<file path="src/rtl/i2c_temp_pkg.sv">
// Shared definitions for the I2C temperature sensor target and the I2C master
// that talks to it: responder FSM states, register pointer map, default address.
package i2c_temp_pkg;

    localparam logic [6:0] I2C_ADDR_DEFAULT = 7'h4B;

    localparam logic [7:0] PTR_TEMP_MSB = 8'h00;
    localparam logic [7:0] PTR_TEMP_LSB = 8'h01;
    localparam logic [7:0] PTR_DEV_ID   = 8'h0B;

    localparam logic [2:0] ST_IDLE     = 3'd0;
    localparam logic [2:0] ST_ADDR     = 3'd1;
    localparam logic [2:0] ST_ADDR_ACK = 3'd2;
    localparam logic [2:0] ST_PTR      = 3'd3;
    localparam logic [2:0] ST_PTR_ACK  = 3'd4;
    localparam logic [2:0] ST_TX_BYTE  = 3'd5;
    localparam logic [2:0] ST_TX_ACK   = 3'd6;
    localparam logic [2:0] ST_IGNORE   = 3'd7;

endpackage

</file>
<file path="src/rtl/i2c_bus_sync.sv">
// Brings the raw SCL/SDA lines into the clk_100MHz domain and derives SCL
// edges plus START/STOP conditions from the synchronized values only.
module i2c_bus_sync (
    input  logic clk_100MHz,
    input  logic rst_n,
    input  logic scl_in,
    input  logic sda_in,
    output logic scl_rise,
    output logic scl_fall,
    output logic sda_level,
    output logic start_det,
    output logic stop_det
);

    // _p0 is the metastability flop, _p1 the synchronized level, _p2 the history
    logic scl_p0, scl_p1, scl_p2;
    logic sda_p0, sda_p1, sda_p2;

    // Two-flop synchronizer plus history flop; reset to an idle (high) bus
    always_ff @(posedge clk_100MHz or negedge rst_n) begin
        if (!rst_n) begin
            scl_p0 <= 1'b1;
            scl_p1 <= 1'b1;
            scl_p2 <= 1'b1;
            sda_p0 <= 1'b1;
            sda_p1 <= 1'b1;
            sda_p2 <= 1'b1;
        end else begin
            scl_p0 <= scl_in;
            scl_p1 <= scl_p0;
            scl_p2 <= scl_p1;
            sda_p0 <= sda_in;
            sda_p1 <= sda_p0;
            sda_p2 <= sda_p1;
        end
    end

    assign scl_rise  =  scl_p1 & ~scl_p2;
    assign scl_fall  = ~scl_p1 &  scl_p2;
    assign sda_level =  sda_p1;
    // SDA may only change while SCL is low, so an SDA edge with SCL held high is a bus condition
    assign start_det =  scl_p1 & scl_p2 &  sda_p2 & ~sda_p1;
    assign stop_det  =  scl_p1 & scl_p2 & ~sda_p2 &  sda_p1;

endmodule

</file>
<file path="src/rtl/i2c_temp_responder.sv">
// I2C target exposing a snapshotted 16-bit temperature word and an ID byte
// through an auto-incrementing 8-bit register pointer.
module i2c_temp_responder
    import i2c_temp_pkg::*;
#(
    parameter logic [6:0] I2C_ADDR = I2C_ADDR_DEFAULT,
    parameter logic [7:0] ID_VALUE = 8'hCB
) (
    input  logic        clk_100MHz,
    input  logic        rst_n,
    input  logic        scl_in,
    input  logic        sda_in,
    output logic        sda_oe,
    input  logic [15:0] temp_data,
    output logic        busy,
    output logic        rd_done
);

    logic       scl_rise, scl_fall, sda_level, start_det, stop_det;
    logic [2:0] state;
    logic [3:0] bit_cnt;
    logic [7:0] shift_reg;
    logic [7:0] tx_shift;
    logic [15:0] snapshot;
    logic [7:0] ptr;
    logic       rw_bit;
    logic       ptr_seen;
    logic [7:0] rd_byte;

    i2c_bus_sync u_sync (
        .clk_100MHz (clk_100MHz),
        .rst_n      (rst_n),
        .scl_in     (scl_in),
        .sda_in     (sda_in),
        .scl_rise   (scl_rise),
        .scl_fall   (scl_fall),
        .sda_level  (sda_level),
        .start_det  (start_det),
        .stop_det   (stop_det)
    );

    function automatic logic [7:0] read_mux(input logic [7:0] p, input logic [15:0] snap);
        case (p)
            PTR_TEMP_MSB: read_mux = snap[15:8];
            PTR_TEMP_LSB: read_mux = snap[7:0];
            PTR_DEV_ID:   read_mux = ID_VALUE;
            default:      read_mux = 8'h00;
        endcase
    endfunction

    assign rd_byte = read_mux(ptr, snapshot);

    // Protocol FSM: bus conditions override edges, bits sampled on SCL rise, SDA driven on SCL fall
    always_ff @(posedge clk_100MHz or negedge rst_n) begin
        if (!rst_n) begin
            state     <= ST_IDLE;
            bit_cnt   <= 4'd0;
            shift_reg <= 8'h00;
            tx_shift  <= 8'h00;
            snapshot  <= 16'h0000;
            ptr       <= 8'h00;
            rw_bit    <= 1'b0;
            ptr_seen  <= 1'b0;
            sda_oe    <= 1'b0;
            busy      <= 1'b0;
            rd_done   <= 1'b0;
        end else begin
            rd_done <= 1'b0;
            if (start_det) begin
                state   <= ST_ADDR;
                bit_cnt <= 4'd0;
                sda_oe  <= 1'b0;
            end else if (stop_det) begin
                state  <= ST_IDLE;
                sda_oe <= 1'b0;
                busy   <= 1'b0;
            end else begin
                case (state)
                    ST_ADDR: begin
                        if (scl_rise) begin
                            shift_reg <= {shift_reg[6:0], sda_level};
                            bit_cnt   <= bit_cnt + 4'd1;
                        end else if (scl_fall && bit_cnt == 4'd8) begin
                            bit_cnt <= 4'd0;
                            if (shift_reg[7:1] == I2C_ADDR) begin
                                state    <= ST_ADDR_ACK;
                                sda_oe   <= 1'b1;
                                busy     <= 1'b1;
                                rw_bit   <= shift_reg[0];
                                ptr_seen <= 1'b0;
                                // Freeze the word so MSB and LSB of one read stay coherent
                                if (shift_reg[0]) snapshot <= temp_data;
                            end else begin
                                state <= ST_IGNORE;
                            end
                        end
                    end
                    ST_ADDR_ACK: begin
                        if (scl_fall) begin
                            if (rw_bit) begin
                                // The ACK release and the first data bit share this falling edge
                                state    <= ST_TX_BYTE;
                                sda_oe   <= ~rd_byte[7];
                                tx_shift <= {rd_byte[6:0], 1'b0};
                            end else begin
                                state  <= ST_PTR;
                                sda_oe <= 1'b0;
                            end
                        end
                    end
                    ST_PTR: begin
                        if (scl_rise) begin
                            shift_reg <= {shift_reg[6:0], sda_level};
                            bit_cnt   <= bit_cnt + 4'd1;
                        end else if (scl_fall && bit_cnt == 4'd8) begin
                            state   <= ST_PTR_ACK;
                            sda_oe  <= 1'b1;
                            bit_cnt <= 4'd0;
                            // Only the first write byte is the pointer; later ones are ACKed and dropped
                            if (!ptr_seen) begin
                                ptr      <= shift_reg;
                                ptr_seen <= 1'b1;
                            end
                        end
                    end
                    ST_PTR_ACK: begin
                        if (scl_fall) begin
                            state  <= ST_PTR;
                            sda_oe <= 1'b0;
                        end
                    end
                    ST_TX_BYTE: begin
                        if (scl_rise) begin
                            bit_cnt <= bit_cnt + 4'd1;
                        end else if (scl_fall) begin
                            if (bit_cnt == 4'd0) begin
                                sda_oe   <= ~rd_byte[7];
                                tx_shift <= {rd_byte[6:0], 1'b0};
                            end else if (bit_cnt == 4'd8) begin
                                state  <= ST_TX_ACK;
                                sda_oe <= 1'b0;
                            end else begin
                                sda_oe   <= ~tx_shift[7];
                                tx_shift <= {tx_shift[6:0], 1'b0};
                            end
                        end
                    end
                    ST_TX_ACK: begin
                        if (scl_rise) begin
                            ptr     <= ptr + 8'd1;
                            bit_cnt <= 4'd0;
                            if (sda_level) begin
                                rd_done <= 1'b1;
                                state   <= ST_IGNORE;
                            end else begin
                                state <= ST_TX_BYTE;
                            end
                        end
                    end
                    default: ;
                endcase
            end
        end
    end

endmodule

</file>
<file path="config.mk">
export PLATFORM = sky130hd
export DESIGN_NAME = i2c_temp_responder
export DESIGN_NICKNAME = d
export VERILOG_FILES = /design/src/rtl/i2c_temp_pkg.sv /design/src/rtl/i2c_bus_sync.sv /design/src/rtl/i2c_temp_responder.sv
export SDC_FILE = /design/constraint.sdc
export NUM_CORES = 1
export LEC_CHECK = 0
export BUFFER_PORTS_ARGS = -buffer_cell sky130_fd_sc_hd__buf_4
export CORE_AREA = 2 2 74 76
export CTS_BUF_LIST = sky130_fd_sc_hd__clkbuf_8 sky130_fd_sc_hd__clkbuf_16
export DETAILED_ROUTE_END_ITERATION = 16
export DIE_AREA = 0 0 76 78
export PLACE_DENSITY = 0.78
export SYNTH_ARGS = -nofsm -noshare
export SYNTH_HDL_FRONTEND = slang
export SYNTH_HIERARCHICAL = 1
export SYNTH_SLANG_ARGS = --single-unit
</file>
<file path="constraint.sdc">
create_clock -name clk_100MHz -period 3.2 [get_ports clk_100MHz]
set_input_delay 0.16 -clock clk_100MHz [delete_from_list [all_inputs] [get_ports clk_100MHz]]
set_output_delay 0.16 -clock clk_100MHz [all_outputs]
set_load 0.01 [all_outputs]
</file>
==> impl_metrics.xml <==
<?xml version="1.0" encoding="UTF-8"?>
<metrics>
  <group name="power">
    <metric name="vdd_ir_drop_max" unit="mV">0.297</metric>
    <metric name="comb_power_share" unit="%">16.5</metric>
    <metric name="seq_power_share" unit="%">50.9</metric>
    <metric name="power.static_leakage" unit="nW">1.54</metric>
    <metric name="total_switching_power" unit="mW">0.492</metric>
    <metric name="power_density" unit="nW/µm²">510</metric>
    <metric name="switching_share" unit="%">28.3</metric>
    <metric name="clock_power_share" unit="%">32.6</metric>
    <metric name="finalPower" unit="mW">1.74</metric>
    <metric name="power_report.internal_total" unit="mW">1.25</metric>
  </group>
  <group name="final_layout">
    <metric name="flow.area_growth_from_synthesis" unit="%">14.2</metric>
    <metric name="multi_input_comb_area" unit="µm²">1430</metric>
    <metric name="largest_reg_flops" unit="">16</metric>
    <metric name="number_of_antenna_diodes" unit="">0</metric>
    <metric name="final_layout_size_suffix_gt1_share" unit="%">26.0</metric>
    <metric name="layout.filler_cells" unit="">400</metric>
    <metric name="regArea" unit="µm²">1430</metric>
    <metric name="finalNetCount" unit="">331</metric>
  </group>
  <group name="sta">
    <metric name="endpoints_failing_hold" unit="">0</metric>
    <metric name="final_critical_period" unit="ps">2290</metric>
    <metric name="setup_viol" unit="">0</metric>
    <metric name="rsz0062_at_grt" unit="">false</metric>
    <metric name="finalMaxSlewViolations" unit="">0</metric>
    <metric name="transition_at_the_pin_with_the_smallest_max_transition_slack" unit="ps">690</metric>
    <metric name="final_min_period_over_clock_period" unit="%">71.5</metric>
    <metric name="slew-limit-headroom" unit="%">54.0</metric>
    <metric name="final.hold.worst_slack" unit="ps">53.9</metric>
    <metric name="finClkSkew" unit="ps">7.84</metric>
    <metric name="fin_tns_setup" unit="ps">0</metric>
    <metric name="fmaxAchievable" unit="MHz">437</metric>
  </group>
  <group name="die">
    <metric name="die_area" unit="µm²">5930</metric>
    <metric name="area_of_the_core" unit="µm²">5040</metric>
    <metric name="die_x" unit="µm">76</metric>
    <metric name="die_y_extent" unit="µm">78</metric>
    <metric name="top_level_ports" unit="">23</metric>
    <metric name="core.rowCount" unit="">26</metric>
    <metric name="initial_standard_cell_utilization_of_the_core" unit="%">59.2</metric>
  </group>
  <group name="worst_setup_path">
    <metric name="crit_path_launch_type" unit="">flop</metric>
    <metric name="cp_required" unit="ps">3410</metric>
    <metric name="timing.critical_path.from" unit="">u_sync/sda_level</metric>
    <metric name="slowest_delay" unit="ps">570</metric>
    <metric name="critical-path-top-delay-family" unit="">simple AND/OR/NAND/NOR gates</metric>
    <metric name="worstSetupEndpointType" unit="">flop</metric>
    <metric name="timing.setup.critical_path_class" unit="">flop to flop</metric>
    <metric name="worstReg2RegStart" unit="">u_sync/sda_level</metric>
    <metric name="worst_ep_arrival_time" unit="ps">2500</metric>
    <metric name="timing.critical_path.fanout_max" unit="">9</metric>
    <metric name="crit_slowest_cell" unit="">sky130_fd_sc_hd__dfstp_2</metric>
    <metric name="crit_path_cell_trace" unit="">and4b_1, or2_2, nor3_2, mux2_2</metric>
    <metric name="path_buf_inv" unit="">0</metric>
  </group>
  <group name="detailed_routing">
    <metric name="number_of_nets_with_antenna_violations_after_detailed_routing" unit="">0</metric>
    <metric name="routedWlPerCell" unit="µm">15.8</metric>
    <metric name="route.detailed.vias_per_inst" unit="">6.11</metric>
    <metric name="detail_route.wirelength" unit="µm">6030</metric>
    <metric name="detail_route.drc_violations" unit="">0</metric>
    <metric name="drtIter0Drc" unit="">179</metric>
    <metric name="dr_total_vias" unit="">2328</metric>
    <metric name="drtPass1Iterations" unit="">4</metric>
  </group>
  <group name="synthesis">
    <metric name="asyncSetResetFlopFracSynth" unit="%">100</metric>
    <metric name="ys.warnings.count" unit="">6</metric>
    <metric name="synthMostInstantiatedCell" unit="">sky130_fd_sc_hd__dfrtp_1</metric>
    <metric name="synth_ff_type" unit="">sky130_fd_sc_hd__dfrtp_1</metric>
    <metric name="average_instance_area_after_synthesis" unit="µm²">10.6</metric>
    <metric name="ys_types" unit="">51</metric>
    <metric name="post_synth_most_frequent_cells" unit="">51 x sky130_fd_sc_hd__dfrtp_1, 26 x sky130_fd_sc_hd__mux2_2, 17 x sky130_fd_sc_hd__a21oi_1, 15 x sky130_fd_sc_hd__nand2_1</metric>
    <metric name="synth_top_cell_by_area" unit="">sky130_fd_sc_hd__dfrtp_1</metric>
    <metric name="synth.yosys.seq_area_share" unit="%">48.1</metric>
    <metric name="synth.area.top_cells" unit="">sky130_fd_sc_hd__dfrtp_1 43%, sky130_fd_sc_hd__mux2_2 9.8%, sky130_fd_sc_hd__dfstp_2 5.3%</metric>
    <metric name="syn-num-nets" unit="">307</metric>
    <metric name="synth_top_cell_area_share" unit="%">42.8</metric>
    <metric name="syn-cell-area" unit="µm²">2980</metric>
    <metric name="postSynthRegisterBits" unit="">57</metric>
    <metric name="post_synth_inst_count" unit="">282</metric>
    <metric name="synth-edff-count" unit="">0</metric>
  </group>
  <group name="clocking">
    <metric name="clk-insertion-delay-late" unit="ps">330</metric>
    <metric name="cts_sinks" unit="">57</metric>
    <metric name="tritoncts.num_buffers" unit="">9</metric>
    <metric name="tritoncts" unit="">built</metric>
    <metric name="htree_levels" unit="">3</metric>
    <metric name="cts_post_setup_buffers_inserted" unit="">0</metric>
    <metric name="cts_root_buf" unit="">sky130_fd_sc_hd__clkbuf_8</metric>
    <metric name="clk_transition_reported_paths" unit="ps">70</metric>
    <metric name="clk_path_buf_depth" unit="">2</metric>
  </group>
  <group name="placed_design">
    <metric name="place_congestion" unit="">0.936</metric>
    <metric name="io_buffer_count" unit="">22</metric>
    <metric name="dp_hpwl" unit="µm">4100</metric>
  </group>
  <group name="run">
    <metric name="drv.max_cap_violation_count" unit="">0</metric>
  </group>
  <group name="grt">
    <metric name="maximum_number_of_pins_on_one_net_before_global_route_repair" unit="">58</metric>
    <metric name="grt_pass1_vias" unit="">2189</metric>
    <metric name="initial_antenna_violation_count" unit="">0</metric>
    <metric name="grt_overflow" unit="">0</metric>
    <metric name="track_usage" unit="%">22.2</metric>
    <metric name="first_pass_grt_wire_length" unit="µm">10300</metric>
  </group>
  <group name="hold_path">
    <metric name="worst_hold_path_type" unit="">primary input to flop</metric>
    <metric name="holdCritStartpoint" unit="">temp_data[3]</metric>
  </group>
  <group name="run_status">
    <metric name="status" unit="">completed</metric>
  </group>
</metrics>
[through the flow]
stage               utilization, %  instances  cell area [µm²]  setup slack (ps)
global route                  67.5        381             3410               793
CTS                           67.5        381             3410               907
global placement              63.7        362             3210               950
floorplan                        -        282             2980               919
finish                        67.5        381             3410               911
detailed placement            63.7        362             3210               915
[final timing paths]
kind,end,slack (ps),cells past startpoint
max,shift_reg[4],910,4
min,snapshot[3],50,2
max reg2reg,shift_reg[4],910,4
min reg2reg,u_sync/scl_p1,360,0
max in group asynchronous,tx_shift[3],2320,2
min in group asynchronous,state[0],420,2
[area by class of cell]
type	count	share of cell area [%]
tap	70	2.57
inverter	12	1.32
clock buffer	10	4.04
timing repair buffer	31	7.05
sequential	57	42.1
clock inverter	6	0.808
multi-input combinational	195	42.1
[power by group through the flow]
stage	sequential, mW	clock, mW	combinational (mW)
after floorplan	0.856	0	0.230
after global placement	0.892	0	0.275
after detailed placement	0.896	0	0.283
after CTS	0.884	0.578	0.287
after global routing	0.898	0.610	0.321
final	0.885	0.566	0.286
[per-layer routing]
layer  up-vias  share of wire (%)  GRT usage, %
met2        80                 46          34.4
met4         0                2.2          10.7
li1       1093                  -             -
met3        14                4.5          4.19
met1      1141                 47          30.2
met5         -                  0             0
[cell usage in the layout, fill, tap and decap left out, types with 3 or more instances in the layout]
cell type                       count
sky130_fd_sc_hd__and3b_1            3
sky130_fd_sc_hd__buf_4             28
sky130_fd_sc_hd__o21ai_0           10
sky130_fd_sc_hd__nand2_1           15
sky130_fd_sc_hd__a22o_1             4
sky130_fd_sc_hd__a2bb2oi_1          7
sky130_fd_sc_hd__a211oi_1           4
sky130_fd_sc_hd__dfstp_2            6
sky130_fd_sc_hd__a21oi_1           17
sky130_fd_sc_hd__and4b_1            3
sky130_fd_sc_hd__clkbuf_8          10
sky130_fd_sc_hd__mux2i_1            5
sky130_fd_sc_hd__nand3_1            7
sky130_fd_sc_hd__nor3b_1            4
sky130_fd_sc_hd__dfrtp_1           51
sky130_fd_sc_hd__nand3b_1           3
sky130_fd_sc_hd__dlygate4sd3_1      3
sky130_fd_sc_hd__a22oi_1            3
sky130_fd_sc_hd__o21a_1             4
sky130_fd_sc_hd__o211ai_1           3
sky130_fd_sc_hd__ha_1               5
sky130_fd_sc_hd__mux2_2            26
sky130_fd_sc_hd__a221oi_1           5
sky130_fd_sc_hd__inv_1             14
sky130_fd_sc_hd__nor3_1             7
sky130_fd_sc_hd__nor2b_1            6
sky130_fd_sc_hd__nand2b_1           5
sky130_fd_sc_hd__or3_1              3
sky130_fd_sc_hd__o22ai_1            5
sky130_fd_sc_hd__nand4b_1           3
sky130_fd_sc_hd__clkinv_2           4
sky130_fd_sc_hd__nor2_1            13
[cells by family (layout without fill, tap and decap cells)]
family	after synthesis	count (layout)	synth area share (%)
AOI/OAI and AO/OA	75	75	17.4
xor gates and xnor gates	1	1	0.294
adders and majority gates	5	5	2.10
buffers and inverters	30	59	3.86
and+or+nand+nor	83	83	16.8
DFF	57	57	48.1
muxes	31	31	11.5
[worst reg2reg max path, delay by kind of cell, from the launching register on]
kind,cells,cell delay [ps]
AND/OR/NAND/NOR,3,1210
flip-flops,1,570
multiplexers,1,410
[timing repair]
action / 4_1_cts / 5_1_grt
hold endpoints to repair: 53 / 0
gates resized for setup: 0 / 0
hold buffers: 3 / 0
Note: power is estimated with default switching activity, not from simulation.
